### src/rtl/score_pkg.sv
// Shared definitions for the score sequencer: keyboard command codes,
// FSM state encoding, decoded-command payload and a note-format helper.
package score_pkg;

  localparam int unsigned CMD_W = 5;

  localparam logic [CMD_W-1:0] CMD_PLAY    = 5'b10000;
  localparam logic [CMD_W-1:0] CMD_PAUSE   = 5'b10001;
  localparam logic [CMD_W-1:0] CMD_STOP    = 5'b10010;
  localparam logic [CMD_W-1:0] CMD_NEXT    = 5'b10011;
  localparam logic [2:0]       CMD_SEL_PFX = 3'b101;
  localparam logic [CMD_W-1:0] CMD_LOOP    = 5'b11000;

  typedef enum logic [1:0] {
    ST_IDLE  = 2'd0,
    ST_PLAY  = 2'd1,
    ST_PAUSE = 2'd2
  } state_e;

  // One-hot decoded keyboard command; all zero when no valid/known command.
  typedef struct packed {
    logic play;
    logic pause;
    logic stop;
    logic advance;
    logic sel;
    logic loop;
  } cmd_dec_t;

  // Bit index of the valid flag inside a note word.
  function automatic int unsigned note_valid_idx(input int unsigned note_w);
    return note_w - 1;
  endfunction

  // Decode a raw command code; undefined codes decode to all zero.
  function automatic cmd_dec_t decode_cmd(input logic valid,
                                          input logic [CMD_W-1:0] code);
    cmd_dec_t d;
    d = '0;
    if (valid) begin
      d.play    = (code == CMD_PLAY);
      d.pause   = (code == CMD_PAUSE);
      d.stop    = (code == CMD_STOP);
      d.advance = (code == CMD_NEXT);
      d.sel     = (code[CMD_W-1 -: 3] == CMD_SEL_PFX);
      d.loop    = (code == CMD_LOOP);
    end
    return d;
  endfunction

endpackage

### src/rtl/beat_divider.sv
// Beat-rate divider: counts 0..DIV-1 while enabled and flags the last count.
// Ports:
//   clk, reset_n : clock, asynchronous active-low reset
//   en           : count enable (holds value when low)
//   clr          : synchronous clear, wins over en
//   tick         : high while enabled and the count is DIV-1
module beat_divider #(
  parameter int unsigned DIV = 32768
) (
  input  logic clk,
  input  logic reset_n,
  input  logic en,
  input  logic clr,
  output logic tick
);

  localparam int unsigned CNT_W = (DIV > 1) ? $clog2(DIV) : 1;

  logic [CNT_W-1:0] cnt;

  // Decode of the registered count; the sequencer needs it in the same cycle.
  assign tick = en && (cnt == CNT_W'(DIV - 1));

  always_ff @(posedge clk or negedge reset_n) begin
    if (!reset_n) begin
      cnt <= '0;
    end else if (clr) begin
      cnt <= '0;
    end else if (en) begin
      cnt <= tick ? '0 : cnt + CNT_W'(1);
    end
  end

endmodule

### src/rtl/score_sequencer.sv
// Score playback controller: walks one song region of an external
// synchronous score ROM at a beat rate under keyboard commands and
// forwards the current note to the tone generator.
// Ports:
//   clk, reset_n : clock, asynchronous active-low reset
//   cmd_valid    : one-cycle strobe qualifying cmd
//   cmd          : keyboard command code
//   rom_data     : ROM read data, one cycle after rom_addr
//   rom_addr     : {song, step}
//   note_out     : current note, 0 when not playing
//   playing      : high in PLAY
//   song_end     : one-cycle pulse at end of song
//   loop_en      : loop mode flag
//   step_dbg     : current step
//   beat_dbg     : beat tick, delayed one cycle
module score_sequencer
  import score_pkg::*;
#(
  parameter int unsigned SONG_BITS = 2,
  parameter int unsigned STEP_BITS = 5,
  parameter int unsigned NOTE_W    = 8,
  parameter int unsigned BEAT_DIV  = 32768,
  parameter int unsigned DEF_SONG  = 1
) (
  input  logic                           clk,
  input  logic                           reset_n,
  input  logic                           cmd_valid,
  input  logic [CMD_W-1:0]               cmd,
  input  logic [NOTE_W-1:0]              rom_data,
  output logic [SONG_BITS+STEP_BITS-1:0] rom_addr,
  output logic [NOTE_W-1:0]              note_out,
  output logic                           playing,
  output logic                           song_end,
  output logic                           loop_en,
  output logic [STEP_BITS-1:0]           step_dbg,
  output logic                           beat_dbg
);

  localparam int unsigned ADDR_W    = SONG_BITS + STEP_BITS;
  localparam int unsigned VALID_BIT = note_valid_idx(NOTE_W);
  localparam logic [STEP_BITS-1:0] LAST_STEP = STEP_BITS'((1 << STEP_BITS) - 1);

  state_e                state, state_nxt;
  logic [SONG_BITS-1:0]  song, song_nxt;
  logic [STEP_BITS-1:0]  step, step_nxt;
  logic                  loop_nxt;
  logic                  song_end_nxt;
  logic [NOTE_W-1:0]     note_nxt;
  logic                  rd_ok, rd_ok_nxt;
  logic                  tick;
  logic                  end_c;
  logic                  leave_c;
  logic [SONG_BITS-1:0]  cmd_song;
  cmd_dec_t              dec;

  assign dec     = decode_cmd(cmd_valid, cmd);
  assign leave_c = dec.stop | dec.sel | dec.advance;
  assign cmd_song = dec.sel ? SONG_BITS'(cmd[1:0]) : song + SONG_BITS'(1);

  // rd_ok: rom_data belongs to the current rom_addr and was read while playing.
  assign end_c = (state == ST_PLAY) &&
                 ((rd_ok && !rom_data[VALID_BIT]) || (step == LAST_STEP && tick));

  // Divider is held at zero in IDLE so the first beat after PLAY is full length.
  beat_divider #(
    .DIV (BEAT_DIV)
  ) u_beat_divider (
    .clk     (clk),
    .reset_n (reset_n),
    .en      (state == ST_PLAY),
    .clr     ((state == ST_IDLE) || end_c),
    .tick    (tick)
  );

  // Next-state and registered-output logic.
  always_comb begin
    state_nxt    = state;
    song_nxt     = song;
    step_nxt     = step;
    loop_nxt     = loop_en;
    song_end_nxt = 1'b0;
    note_nxt     = note_out;
    rd_ok_nxt    = 1'b0;

    // Loop toggle is honoured even in the end-of-song cycle.
    if (dec.loop) begin
      loop_nxt = ~loop_en;
    end

    if (end_c) begin
      song_end_nxt = 1'b1;
      step_nxt     = '0;
      state_nxt    = loop_en ? ST_PLAY : ST_IDLE;
    end else begin
      case (state)
        ST_IDLE: begin
          if (dec.play) begin
            state_nxt = ST_PLAY;
          end else if (dec.sel || dec.advance) begin
            song_nxt = cmd_song;
            step_nxt = '0;
          end
        end
        ST_PLAY: begin
          if (dec.pause) begin
            state_nxt = ST_PAUSE;
          end else if (leave_c) begin
            state_nxt = ST_IDLE;
            step_nxt  = '0;
            if (dec.sel || dec.advance) begin
              song_nxt = cmd_song;
            end
          end else if (tick) begin
            step_nxt = step + STEP_BITS'(1);
          end
        end
        ST_PAUSE: begin
          if (dec.play) begin
            state_nxt = ST_PLAY;
          end else if (leave_c) begin
            state_nxt = ST_IDLE;
            step_nxt  = '0;
            if (dec.sel || dec.advance) begin
              song_nxt = cmd_song;
            end
          end
        end
        default: begin
          state_nxt = ST_IDLE;
        end
      endcase
    end

    rd_ok_nxt = (state == ST_PLAY) && (state_nxt == ST_PLAY) &&
                ({song_nxt, step_nxt} == rom_addr);

    // Only valid notes read back for the current address reach the output.
    if (state_nxt != ST_PLAY) begin
      note_nxt = '0;
    end else if ((state == ST_PLAY) && rd_ok && rom_data[VALID_BIT]) begin
      note_nxt = rom_data;
    end
  end

  // State and output registers.
  always_ff @(posedge clk or negedge reset_n) begin
    if (!reset_n) begin
      state    <= ST_IDLE;
      song     <= SONG_BITS'(DEF_SONG);
      step     <= '0;
      loop_en  <= 1'b0;
      rom_addr <= ADDR_W'({SONG_BITS'(DEF_SONG), STEP_BITS'(0)});
      note_out <= '0;
      playing  <= 1'b0;
      song_end <= 1'b0;
      beat_dbg <= 1'b0;
      rd_ok    <= 1'b0;
    end else begin
      state    <= state_nxt;
      song     <= song_nxt;
      step     <= step_nxt;
      loop_en  <= loop_nxt;
      rom_addr <= {song_nxt, step_nxt};
      note_out <= note_nxt;
      playing  <= (state_nxt == ST_PLAY);
      song_end <= song_end_nxt;
      beat_dbg <= tick;
      rd_ok    <= rd_ok_nxt;
    end
  end

  assign step_dbg = step;

endmodule

### config.mk
export PLATFORM = sky130hd
export DESIGN_NAME = score_sequencer
export DESIGN_NICKNAME = d
export VERILOG_FILES = /design/src/rtl/score_pkg.sv /design/src/rtl/beat_divider.sv /design/src/rtl/score_sequencer.sv
export SDC_FILE = /design/constraint.sdc
export NUM_CORES = 1
export LEC_CHECK = 0
export BUFFER_PORTS_ARGS = -buffer_cell sky130_fd_sc_hd__buf_2
export CORE_MARGIN = 3
export CORE_UTILIZATION = 55
export DETAILED_ROUTE_END_ITERATION = 6
export GPL_TIMING_DRIVEN = 0
export PLACE_DENSITY = 0.89
export SETUP_SLACK_MARGIN = 0.02
export SLEW_MARGIN = 10
export SYNTH_ARGS = -nofsm -noshare
export SYNTH_HDL_FRONTEND = slang
export SYNTH_SLANG_ARGS = --single-unit
### constraint.sdc
create_clock -name clk -period 2.9 [get_ports clk]
set_input_delay 0.145 -clock clk [delete_from_list [all_inputs] [get_ports clk]]
set_output_delay 0.145 -clock clk [all_outputs]
set_load 0.03 [all_outputs]
==> run summary <==
• global-route congestion overflow total: 0
• count of unique library cells instantiated by Yosys: 48
• cell area after technology mapping: 2100 um^2
• number of placement rows: 21
• antenna violation net count after detailed routing: 0
• total setup violations reported at the end of the flow: 0
• synthesized netlist cell count: 242
• post-synthesis share of cell area spent on xor and xnor gates: 1.25%
• proportion of register bits with asynchronous set or reset after synthesis: 100%
• static power due to leakage: 1.15 nW
• max-cap violations: 0
• Pint: 1.06 mW
• fin crit period: 2.43 ns
• number of flip-flops and latches in the synthesized netlist: 37
• number of port buffers: 38
• vias in the first global route: 1810
• Chip Width: 67.7 um
• via count: 1974
• unrepaired setup endpoints after global routing: no
• kind of cell with the highest combined delay on the critical path: simple AND/OR/NAND/NOR gates
• kind of capture point of the worst setup path: register
• clock tree root driver cell: sky130_fd_sc_hd__clkbuf_8
• CP Cell Sequence: ha_1, nand4_1, or4_4, clkinv_2, mux2_2, o211a_1, o21bai_1, nor4_1
• power share of the clock group: 18.7%
• slack of the worst reg-to-reg path: 0.47 ns
• CP Buf/Inv Count: 1
• post-route clock skew: 0.00241 ns
• clock tree sinks: 37
• initial detailed-routing violation count: 221
• cell with the largest stage delay on the worst path: sky130_fd_sc_hd__or4_4
• Final Net Count: 307
• drt drc: 0
• number of levels in the clock H-tree: 2
• maximum buffer depth of the clock tree: 2
• post-CTS clock slew at the launch and capture registers of the worst setup and hold paths: 0.07 ns
• part of the total power dissipated in sequential elements: 38.6%
• maximum number of pins on one net before global-route repair: 38
• clock latency reported for the late side of the worst-skew pair: 0.28 ns
• slew of the pin with the lowest slew margin: 0.805 ns
• die span in y: 67.7 um
• first-pass detailed-route iteration total: 5
• predominant post-synthesis flop cell: sky130_fd_sc_hd__dfrtp_1
• sw power: 801 uW
• status: finished, final reports clean
• worst setup path endpoint: rd_ok
• pins over their slew limit: 0
• per-cell routed wire length: 14.2 um
• HPWL after detailed placement: 3420 um
• WP depth: 8
• Required @ worst endpoint: 3.07 ns
• sequential cell area: 927 um^2
• setup TNS after final layout: 0 ns
• endpoint of the most critical register-to-register path: rd_ok
• switching power share of the total: 43.0%
• classification of the worst setup path: reg -> reg
• sequential cell area fraction in the yosys report: 44.2%
• most frequent standard cell in the layout excluding fill and tap cells: sky130_fd_sc_hd__buf_2
• cell area after placement: 2340 um^2
• relative max-transition margin: 46.3%
• effective utilization at floorplan: 60.0%
• main combinational cell family by area after synthesis: simple AND/OR/NAND/NOR gates
• largest fanout on the critical path: 5
• worst endpoint data arrival time: 2.60 ns
• IO Count: 40
• filler cell count in the final layout: 291
• Setup crit start kind: register
• wire length of the first global-routing pass: 8110 um
• mux contribution to synthesized area: 1.55%
• Max Clk Rate: 412 MHz
• Peak supply drop: 0.546 mV
• cell count of the worst reg-to-reg path: 8
• number of flops mapped to enable cells by yosys: 0
• die footprint: 4590 um^2
• worst hold slack: 0.0865 ns
• power density over the cells: 764 nW/um^2
• Logic pwr share: 42.7%
• commonest non-fill, non-tap cells in the layout: sky130_fd_sc_hd__buf_2, sky130_fd_sc_hd__dfrtp_1, sky130_fd_sc_hd__nand2_1, sky130_fd_sc_hd__a21oi_1, sky130_fd_sc_hd__o21ai_0
• beginning of the worst register-to-register path: u_beat_divider.cnt[0]
• global-route total usage across every layer: 23.2%
• area of all placed cells without fillers: 2440 um^2
• Post-Route WL: 4770 um
• number of gates resized after cts: 0
• class of the most critical hold timing path: in -> reg
• fraction of final layout cells with drive strength greater than 1: 22.5%
• Worst setup startpoint: u_beat_divider.cnt[0]
• clock tree from TritonCTS: done
• Tcrit/Tclk final: 83.7%
• simple logic cell fraction of the synthesized area: 24.1%
• initial antenna violation count: 0
• Ys Warns: 0
• post-synthesis average cell area: 8.66 um^2
• n_diodes: 0
• total power of the final layout: 1.86 mW
• multi-input gate area in the final layout: 1050 um^2
• Max stage delay on crit path: 0.53 ns
• setup fix buffers added after clock tree synthesis: 0
• number of endpoints with negative hold slack in the final report: 0
• routability-driven placement congestion ratio: 0.906
• synthesized netlist net count: 261
• adder-cell share of the synthesized area: 1.79%
• post-synthesis compound-gate area fraction: 21.5%
• via-per-instance ratio: 5.89
• number of buffers created by CTS: 5
• area added between synthesis and finish: 16.4%
• core box area: 3490 um^2
## repair_timing
item | CTS | global route
hold endpoints to repair | 36 | 0
endpoints found under the setup margin | 0 | 0
hold buffers | 1 | 0
## worst reg2reg max path, cell delays in order, from the launching register on
cell and delay (ns):
sky130_fd_sc_hd__dfrtp_1 0.38, sky130_fd_sc_hd__ha_1 0.25, sky130_fd_sc_hd__nand4_1 0.12, sky130_fd_sc_hd__or4_4 0.53
sky130_fd_sc_hd__clkinv_2 0.11, sky130_fd_sc_hd__mux2_2 0.34, sky130_fd_sc_hd__o211a_1 0.14, sky130_fd_sc_hd__o21bai_1 0.15
sky130_fd_sc_hd__nor4_1 0.30
## worst min path at each step
stage	end	slack [ns]	from	depth (start not counted)
after floorplan	beat_dbg	-0.15	reset_n	0
after global routing	note_out[0]	0.09	rom_data[0]	3
after detailed placement	u_beat_divider.cnt[1]	0.29	reset_n	1
final	note_out[3]	0.09	rom_data[3]	3
after global placement	playing	0.28	reset_n	1
after CTS	note_out[3]	0.09	rom_data[3]	3
## layer usage
| metal | GRT usage, % | up-vias | routed length [um] |
|---|---|---|---|
| met1 | 31.2 | 921 | 2210 |
| li1 | - | 972 | - |
| met2 | 35.7 | 71 | 2150 |
| met5 | 0 | - | 0 |
| met4 | 7.85 | 0 | 72 |
| met3 | 6.32 | 10 | 335 |
## cells by family after synthesis
kind of cell	count (synthesis)
xor gates and xnor gates	3
AOI/OAI and AO/OA	75
DFF	37
adders and majority gates	3
and+or+nand+nor	98
buffers and inverters	23
muxes	3
## cell type report
class | instances | share of cell area [%]
Buffer | 17 | 3.79
Clock buffer | 5 | 2.82
Clock inverter | 3 | 0.718
Inverter | 6 | 0.974
Multi-Input combinational cell | 182 | 43.1
Sequential cell | 37 | 38.0
Tap cell | 46 | 2.36
Timing Repair Buffer | 39 | 8.21
## metrics by stage
step / instances / worst slack, ns / util (%)
2_1_floorplan: 242 / 0.739 / -
3_3_place_gp: 326 / 0.512 / 67.1
3_5_place_dp: 326 / 0.528 / 67.1
4_1_cts: 335 / 0.472 / 69.8
5_1_grt: 335 / 0.361 / 69.8
6_report: 335 / 0.474 / 69.8
## cells in the mapped netlist, drive strengths merged (2+ instances only)
cell type	n	share of area (%)
nand2b	3	0.90
o31ai	10	3.6
o21ai	23	5.5
clkbuf	5	0.90
dfrtp	36	43
nor3	6	1.4
nor4	2	0.60
a31oi	3	0.90
or3	2	0.60
a21oi	26	6.2
and4	2	0.84
mux2	2	1.1
inv	5	0.90
and3	6	1.8
nor2	14	2.5
nor2b	5	1.5
nand4	5	1.8
nand3	13	3.1
xor2	2	0.84
nand2	31	5.6
ha	3	1.8
nand3b	2	0.72
o41ai	4	1.7
buf	12	3.5
## power by group through the flow
stage          Sequential, mW  Clock [mW]  Combinational, mW
2_1_floorplan           0.882           0              0.417
3_3_place_gp            0.724           0              0.771
3_5_place_dp            0.726           0              0.795
4_1_cts                 0.718       0.354              0.799
5_1_grt                 0.736       0.388              0.888
6_report                0.720       0.348              0.797
## state kept, by name, indices dropped and copies added, names as in the netlist
name	count
beat_dbg	1
loop_en	1
note_out	8
playing	1
rd_ok	1
rom_addr	2
song	1
song_end	1
state	2
step_dbg	4
u_beat_divider.cnt	15
No activity file was read; power rests on OpenSTA's default activity.
